==> src/rtl/vram_arb_pkg.sv <==
`default_nettype none
// ============================================================================
// Module   : vram_arb_pkg
// Brief    : Shared state encoding and abort data for the VRAM arbiter.
// Revision : 1.0
// ============================================================================
package vram_arb_pkg;

    typedef enum logic [1:0] {
        ST_IDLE = 2'd0,
        ST_VID1 = 2'd1,
        ST_VID2 = 2'd2,
        ST_CPU  = 2'd3
    } arb_state_t;

    localparam logic [15:0] c_ABORT_DATA = 16'hFFFF;

endpackage
`default_nettype wire

==> src/rtl/vram_arbiter.sv <==
`default_nettype none
// ============================================================================
// Module   : vram_arbiter
// Brief    : Shares one VRAM port between two-word video fetches and byte CPU
//            accesses, with per-access timeout and sticky error flags.
// Revision : 1.0
// ============================================================================
module vram_arbiter
    import vram_arb_pkg::*;
#(
    parameter int ADDR_W      = 19,
    parameter int MEM_TIMEOUT = 15
) (
    input  logic              clk_sys,
    input  logic              reset,
    input  logic              vid_req,
    input  logic [ADDR_W-1:0] vid_addr1,
    input  logic [ADDR_W-1:0] vid_addr2,
    output logic [15:0]       vid_data1,
    output logic [15:0]       vid_data2,
    output logic              vid_valid,
    input  logic              cpu_req,
    input  logic              cpu_we,
    input  logic [ADDR_W-1:0] cpu_addr,
    input  logic [7:0]        cpu_wdata,
    output logic [7:0]        cpu_rdata,
    output logic              cpu_ack,
    output logic              mem_req,
    output logic              mem_we,
    output logic [ADDR_W-1:0] mem_addr,
    output logic [7:0]        mem_wdata,
    input  logic [15:0]       mem_rdata,
    input  logic              mem_ack,
    output logic              vid_overrun,
    output logic              mem_timeout
);

    localparam int                  c_WAIT_W    = $clog2(MEM_TIMEOUT + 1);
    localparam logic [c_WAIT_W-1:0] c_WAIT_LAST = c_WAIT_W'(MEM_TIMEOUT - 1);

    arb_state_t          r_state;
    arb_state_t          w_state_next;
    logic                w_grant_vid;
    logic                w_grant_cpu;
    logic                w_cap_vid1;
    logic                w_cap_vid2;
    logic                w_cap_cpu;
    logic                w_vid2_issue;

    logic                r_vid_pend;
    logic                r_cpu_turn;
    logic [ADDR_W-1:0]   r_vid_addr1;
    logic [ADDR_W-1:0]   r_vid_addr2;
    logic                r_mem_req;
    logic                r_mem_we;
    logic [ADDR_W-1:0]   r_mem_addr;
    logic [7:0]          r_mem_wdata;
    logic                r_cpu_lsb;
    logic [c_WAIT_W-1:0] r_wait;
    logic [15:0]         r_vid_data1;
    logic [15:0]         r_vid_data2;
    logic                r_vid_valid;
    logic [7:0]          r_cpu_rdata;
    logic                r_cpu_ack;
    logic                r_vid_overrun;
    logic                r_mem_timeout;

    logic                w_vid_busy;
    logic                w_vid_accept;
    logic                w_vid_drop;
    logic                w_cpu_ok;
    logic                w_abort;
    logic                w_done;
    logic [15:0]         w_rdata;

    assign w_vid_busy   = r_vid_pend || (r_state == ST_VID1) || (r_state == ST_VID2);
    assign w_vid_accept = vid_req && !w_vid_busy;
    assign w_vid_drop   = vid_req && w_vid_busy;
    // cpu_req may still be high in the cpu_ack cycle; never re-grant it there
    assign w_cpu_ok     = cpu_req && !r_cpu_ack;

    // mem_ack only counts while a request is outstanding
    assign w_abort = r_mem_req && !mem_ack && (r_wait == c_WAIT_LAST);
    assign w_done  = r_mem_req && (mem_ack || w_abort);
    assign w_rdata = mem_ack ? mem_rdata : c_ABORT_DATA;

    always_ff @(posedge clk_sys) begin
        if (reset) begin
            r_state <= ST_IDLE;
        end else begin
            r_state <= w_state_next;
        end
    end

    // r_cpu_turn gives a waiting CPU the slot right after a video pair
    always_comb begin
        w_state_next = r_state;
        w_grant_vid  = 1'b0;
        w_grant_cpu  = 1'b0;
        case (r_state)
            ST_IDLE: begin
                if (r_cpu_turn && w_cpu_ok) begin
                    w_grant_cpu  = 1'b1;
                    w_state_next = ST_CPU;
                end else if (r_vid_pend || vid_req) begin
                    w_grant_vid  = 1'b1;
                    w_state_next = ST_VID1;
                end else if (w_cpu_ok) begin
                    w_grant_cpu  = 1'b1;
                    w_state_next = ST_CPU;
                end
            end
            ST_VID1: if (w_done) w_state_next = ST_VID2;
            ST_VID2: if (w_done) w_state_next = ST_IDLE;
            ST_CPU:  if (w_done) w_state_next = ST_IDLE;
            default: w_state_next = ST_IDLE;
        endcase
    end

    always_comb begin
        w_cap_vid1   = 1'b0;
        w_cap_vid2   = 1'b0;
        w_cap_cpu    = 1'b0;
        w_vid2_issue = 1'b0;
        case (r_state)
            ST_VID1: w_cap_vid1 = w_done;
            ST_VID2: begin
                w_cap_vid2   = w_done;
                w_vid2_issue = !r_mem_req;
            end
            ST_CPU:  w_cap_cpu = w_done;
            default: ;
        endcase
    end

    always_ff @(posedge clk_sys) begin
        if (reset) begin
            r_vid_pend    <= 1'b0;
            r_cpu_turn    <= 1'b0;
            r_vid_addr1   <= '0;
            r_vid_addr2   <= '0;
            r_mem_req     <= 1'b0;
            r_mem_we      <= 1'b0;
            r_mem_addr    <= '0;
            r_mem_wdata   <= '0;
            r_cpu_lsb     <= 1'b0;
            r_wait        <= '0;
            r_vid_data1   <= '0;
            r_vid_data2   <= '0;
            r_vid_valid   <= 1'b0;
            r_cpu_rdata   <= '0;
            r_cpu_ack     <= 1'b0;
            r_vid_overrun <= 1'b0;
            r_mem_timeout <= 1'b0;
        end else begin
            if (w_vid_accept) begin
                r_vid_addr1 <= vid_addr1;
                r_vid_addr2 <= vid_addr2;
            end
            if (w_grant_vid) begin
                r_vid_pend <= 1'b0;
            end else if (w_vid_accept) begin
                r_vid_pend <= 1'b1;
            end
            if (w_vid_drop) begin
                r_vid_overrun <= 1'b1;
            end

            if (w_cap_vid2) begin
                r_cpu_turn <= 1'b1;
            end else if (w_grant_vid || w_grant_cpu) begin
                r_cpu_turn <= 1'b0;
            end

            // The second video word goes out after a one-cycle mem_req gap
            if (w_grant_vid) begin
                r_mem_req  <= 1'b1;
                r_mem_we   <= 1'b0;
                r_mem_addr <= w_vid_accept ? vid_addr1 : r_vid_addr1;
            end else if (w_grant_cpu) begin
                r_mem_req   <= 1'b1;
                r_mem_we    <= cpu_we;
                r_mem_addr  <= cpu_addr;
                r_mem_wdata <= cpu_wdata;
                r_cpu_lsb   <= cpu_addr[0];
            end else if (w_cap_vid1) begin
                r_mem_req  <= 1'b0;
                r_mem_addr <= r_vid_addr2;
            end else if (w_vid2_issue) begin
                r_mem_req <= 1'b1;
            end else if (w_done) begin
                r_mem_req <= 1'b0;
                r_mem_we  <= 1'b0;
            end

            if (!r_mem_req || w_done) begin
                r_wait <= '0;
            end else begin
                r_wait <= r_wait + 1'b1;
            end
            if (w_abort) begin
                r_mem_timeout <= 1'b1;
            end

            if (w_cap_vid1) begin
                r_vid_data1 <= w_rdata;
            end
            if (w_cap_vid2) begin
                r_vid_data2 <= w_rdata;
            end
            if (w_cap_cpu && !r_mem_we) begin
                r_cpu_rdata <= r_cpu_lsb ? w_rdata[15:8] : w_rdata[7:0];
            end
            r_vid_valid <= w_cap_vid2;
            r_cpu_ack   <= w_cap_cpu;
        end
    end

    assign vid_data1   = r_vid_data1;
    assign vid_data2   = r_vid_data2;
    assign vid_valid   = r_vid_valid;
    assign cpu_rdata   = r_cpu_rdata;
    assign cpu_ack     = r_cpu_ack;
    assign mem_req     = r_mem_req;
    assign mem_we      = r_mem_we;
    assign mem_addr    = r_mem_addr;
    assign mem_wdata   = r_mem_wdata;
    assign vid_overrun = r_vid_overrun;
    assign mem_timeout = r_mem_timeout;

endmodule
`default_nettype wire

==> config.mk <==
export PLATFORM = sky130hd
export DESIGN_NAME = vram_arbiter
export DESIGN_NICKNAME = d
export VERILOG_FILES = /design/src/rtl/vram_arb_pkg.sv /design/src/rtl/vram_arbiter.sv
export SDC_FILE = /design/constraint.sdc
export NUM_CORES = 1
export LEC_CHECK = 0
export ABC_AREA = 0
export CORE_ASPECT_RATIO = 0.6
export CORE_MARGIN = 2
export CORE_UTILIZATION = 50
export CTS_CLUSTER_SIZE = 28
export DETAILED_ROUTE_END_ITERATION = 8
export PLACE_DENSITY = 0.91
export SLEW_MARGIN = 20
export SYNTH_ARGS = -nofsm -noshare
export SYNTH_HDL_FRONTEND = slang
export SYNTH_SLANG_ARGS = --single-unit
==> constraint.sdc <==
create_clock -name clk_sys -period 5.2 [get_ports clk_sys]
set_input_delay 0.52 -clock clk_sys [delete_from_list [all_inputs] [get_ports clk_sys]]
set_output_delay 0.52 -clock clk_sys [all_outputs]
set_load 0.01 [all_outputs]
==> impl_results.md <==
* H-tree lvl count at 4
* DRC viols at 0
* Area of the multi-input gates at 2450 sq um
* Die Wd at 135 um
* Clock root cell: clkbuf_16
* YS warnings at 0
* Synthesis-stage register bit count at 120
* Post-CTS Resized at 0
* Hold path endpoint: mem_wdata[7]$_SDFFE_PP0P_
* Antenna violations before repair at 0
* Worst-case clock skew at 8.25 ps
* Most common cell in the synthesized netlist: dfxtp_1
* Hold depth at 2
* CP Capture Type: flip-flop
* Routed Antenna Nets at 0
* Critical path's slowest cell: clkdlybuf4s50_1
* Area contributors post-synth: dfxtp_1 (47%), a211oi_1 (4.8%), nand2_1 (4.8%)
* Fin crit share at 50.5%
* Critical path data required time at 5440 ps
* Slew headroom at 30.9%
* Endpoints failing setup at 0
* DRT iter0 DRCs at 399
* Reg2reg path depth at 4
* Syn_nets at 649
* Routed wire length at 15700 um
* Area taken by flip-flops and latches at 2400 sq um
* Largest area contributor in the netlist: dfxtp_1
* Worst skew pair latency at 400 ps
* Post-route cell area at 7240 sq um
* Pins Over Slew Limit at 0
* Num CTS Buffers at 17
* CTS sink cnt at 120
* Clock Tree Buf Depth at 2
* Worst hold path class: flip-flop to flip-flop
* Hold Crit Start: mem_wdata[7]$_SDFFE_PP0P_
* Crit path largest cell delay at 780 ps
* Pin count of the biggest net entering global routing at 118
* CP Launch Type: input port
* Layout cell share with drive strength beyond 1 at 11.4%
* Routed len/inst at 18.8 um
* # Max-Cap Violations at 0
* Clock period minus final worst setup slack at 2620 ps
* Final worst setup slack at 2580 ps
* ANT cells at 0
* Post-synth EDFFs at 0
* Share of the synthesized area in the top cell type at 46.5%
* Prevailing post-synth register cell: dfxtp_1
* First drt pass iteration count at 6
* Maximum vdd ir drop at 0.281 mV
* Post-CTS Setup Inserts at 0
* Count of hold-fix buffers inserted at cts at 0
* HPWL after DPL at 10700 um
* Final Hold Violating Endpoints at 0
* Leakage at 0.00251 uW
* Gate count after technology mapping at 560
* Fillers at 732
* Setup TNS at 0 ps
* Syn_area_per_cell at 9.23 sq um
* PortBufs at 159
* Core area at 9950 sq um
* Gr ovfl total at 0
* RR Startpoint: r_state[0]$_SDFFE_PP0P_
* Vias in the first global route at 4624
* R2R Setup Slk at 2620 ps
* FF-to-FF End: r_vid_addr2[5]$_SDFFE_PP0N_
* Global placement routability congestion at 0.925
* PwrDens at 417 nW/um^2
* First-pass GRT wire length at 24200 um
* Number of library cell types mapped by synthesis at 50
* Layout Nets at 780
* CTS tree: done
* Worst slack at placement at 2000 ps
* Critical path, cell by cell: clkdlybuf4s50_1, a31o_1, and4_4, nand2b_4, a311oi_1
* Die height at 82.7 um
* Kind of critical path: input port to flip-flop
* Die area at 11200 sq um
* Run status: finished clean
* # rows at 28
* Post-synth ARST share at 0%
* Clock-pin slew on the worst setup and hold paths at 60 ps
* Worst Path Max Fanout at 53
* CP Data Arrival Time at 2870 ps
* Max Fclk at 381 MHz
* Initial Util at 51.9%
* Io pins at 160
* Overall Global Routing Usage at 28.5%
* Vias at 4779
* Synthesized area at 5170 sq um
* Syn-to-layout area delta at 40.1%
* Via-to-Cell Ratio at 5.70
* Post-synth top cells: dfxtp_1 (120), nand2_1 (66), nor2_1 (61), a21oi_1 (40), a211oi_1 (33)
* Overall power at 3020 uW
* Placed Area at 6650 sq um
* Worst-Margin Slew at 1040 ps
* Sequential area share after synthesis at 46.5%
* Unrepaired setup endpoints after global routing: no
## critical path, delay by kind of cell
kind,cells,cell delay (ps)
AO/OA/AOI/OAI,2,420
AND/OR/NAND/NOR,2,1130
buffers and inverters,1,780
## power by group
group / leakage (uW) / switching [uW] / internal, uW
clock: 0.000265 / 437 / 708
sequential: 0.000979 / 86.6 / 1030
combinational: 0.00127 / 412 / 345
total: 0.00251 / 935 / 2090
## placed cells by master (no fill, tap or decap), drive strengths merged, types with 2 or more instances in the layout
cell and count:
a211oi 33, a21boi 19, a21o 8, a21oi 40, a22oi 19, a311oi 20
a31oi 2, and3 20, buf 4, bufinv 2, clkbuf 18, clkdlybuf4s50 158
clkinv 4, clkinvlp 6, dfxtp 120, ha 2, inv 6, mux2i 8
nand2 67, nand2b 2, nand3 3, nand4 2, nor2 62, nor2b 2
nor3 21, o21ai 21, o21ba 19, xnor2 2
## worst max path at each step
stage	end	cells past startpoint	startpoint	slack (ps)
CTS	r_vid_addr2[17]$_SDFFE_PP0N_	5	vid_req	2400
detailed placement	r_vid_addr2[12]$_SDFFE_PP0N_	5	vid_req	2000
finish	mem_addr[1]$_SDFFE_PP0P_	5	mem_ack	2580
floorplan	mem_addr[10]$_SDFFE_PP0P_	9	r_wait[0]$_SDFF_PP0_	3420
global placement	r_vid_addr2[14]$_SDFFE_PP0N_	5	vid_req	2190
global route	r_vid_addr2[12]$_SDFFE_PP0N_	4	r_state[0]$_SDFFE_PP0P_	2470
## per-stage QoR
step	utilization, %	instances	hold WS (ps)
after floorplan	-	560	430
after global placement	66.8	806	438
after detailed placement	66.9	807	450
after CTS	72.7	839	458
after global routing	72.7	839	483
final	72.7	839	458
## flip-flops by register name (all words and copies together), names as in the netlist
signal and flops:
mem_addr 19, vid_valid 1, r_vid_pend 1, cpu_rdata 8, mem_timeout 1, cpu_ack 1, r_vid_addr2 19, mem_we 1
vid_overrun 1, r_cpu_lsb 1, vid_data1 16, r_cpu_turn 1, r_vid_addr1 19, r_wait 4, mem_req 1, mem_wdata 8
vid_data2 16, r_state 2
## routing by layer
layer,global-route usage (%),wire (um)
met3,7.88,1350
met5,0,0
met4,10.9,226
met1,38.9,7140
met2,43.5,7030
## layout make-up
| cell class | instances | share of cell area, % |
|---|---|---|
| Clock buffer | 18 | 5.93 |
| Clock inverter | 14 | 2.07 |
| Inverter | 4 | 0.207 |
| Multi-Input combinational cell | 386 | 33.9 |
| Sequential cell | 120 | 33.2 |
| Tap cell | 135 | 2.33 |
| Timing Repair Buffer | 162 | 22.4 |
## logic make-up after synthesis
kind of cell    Yosys count  synth area share [%]
mux                       8                  1.55
compound gates          186                  27.6
flops                   120                  46.5
xor+xnor                  3                 0.872
buf+inv                  54                  6.05
simple gates            187                  16.9
fa+ha+maj                 2                 0.484
(Power assumes the default switching activity.)
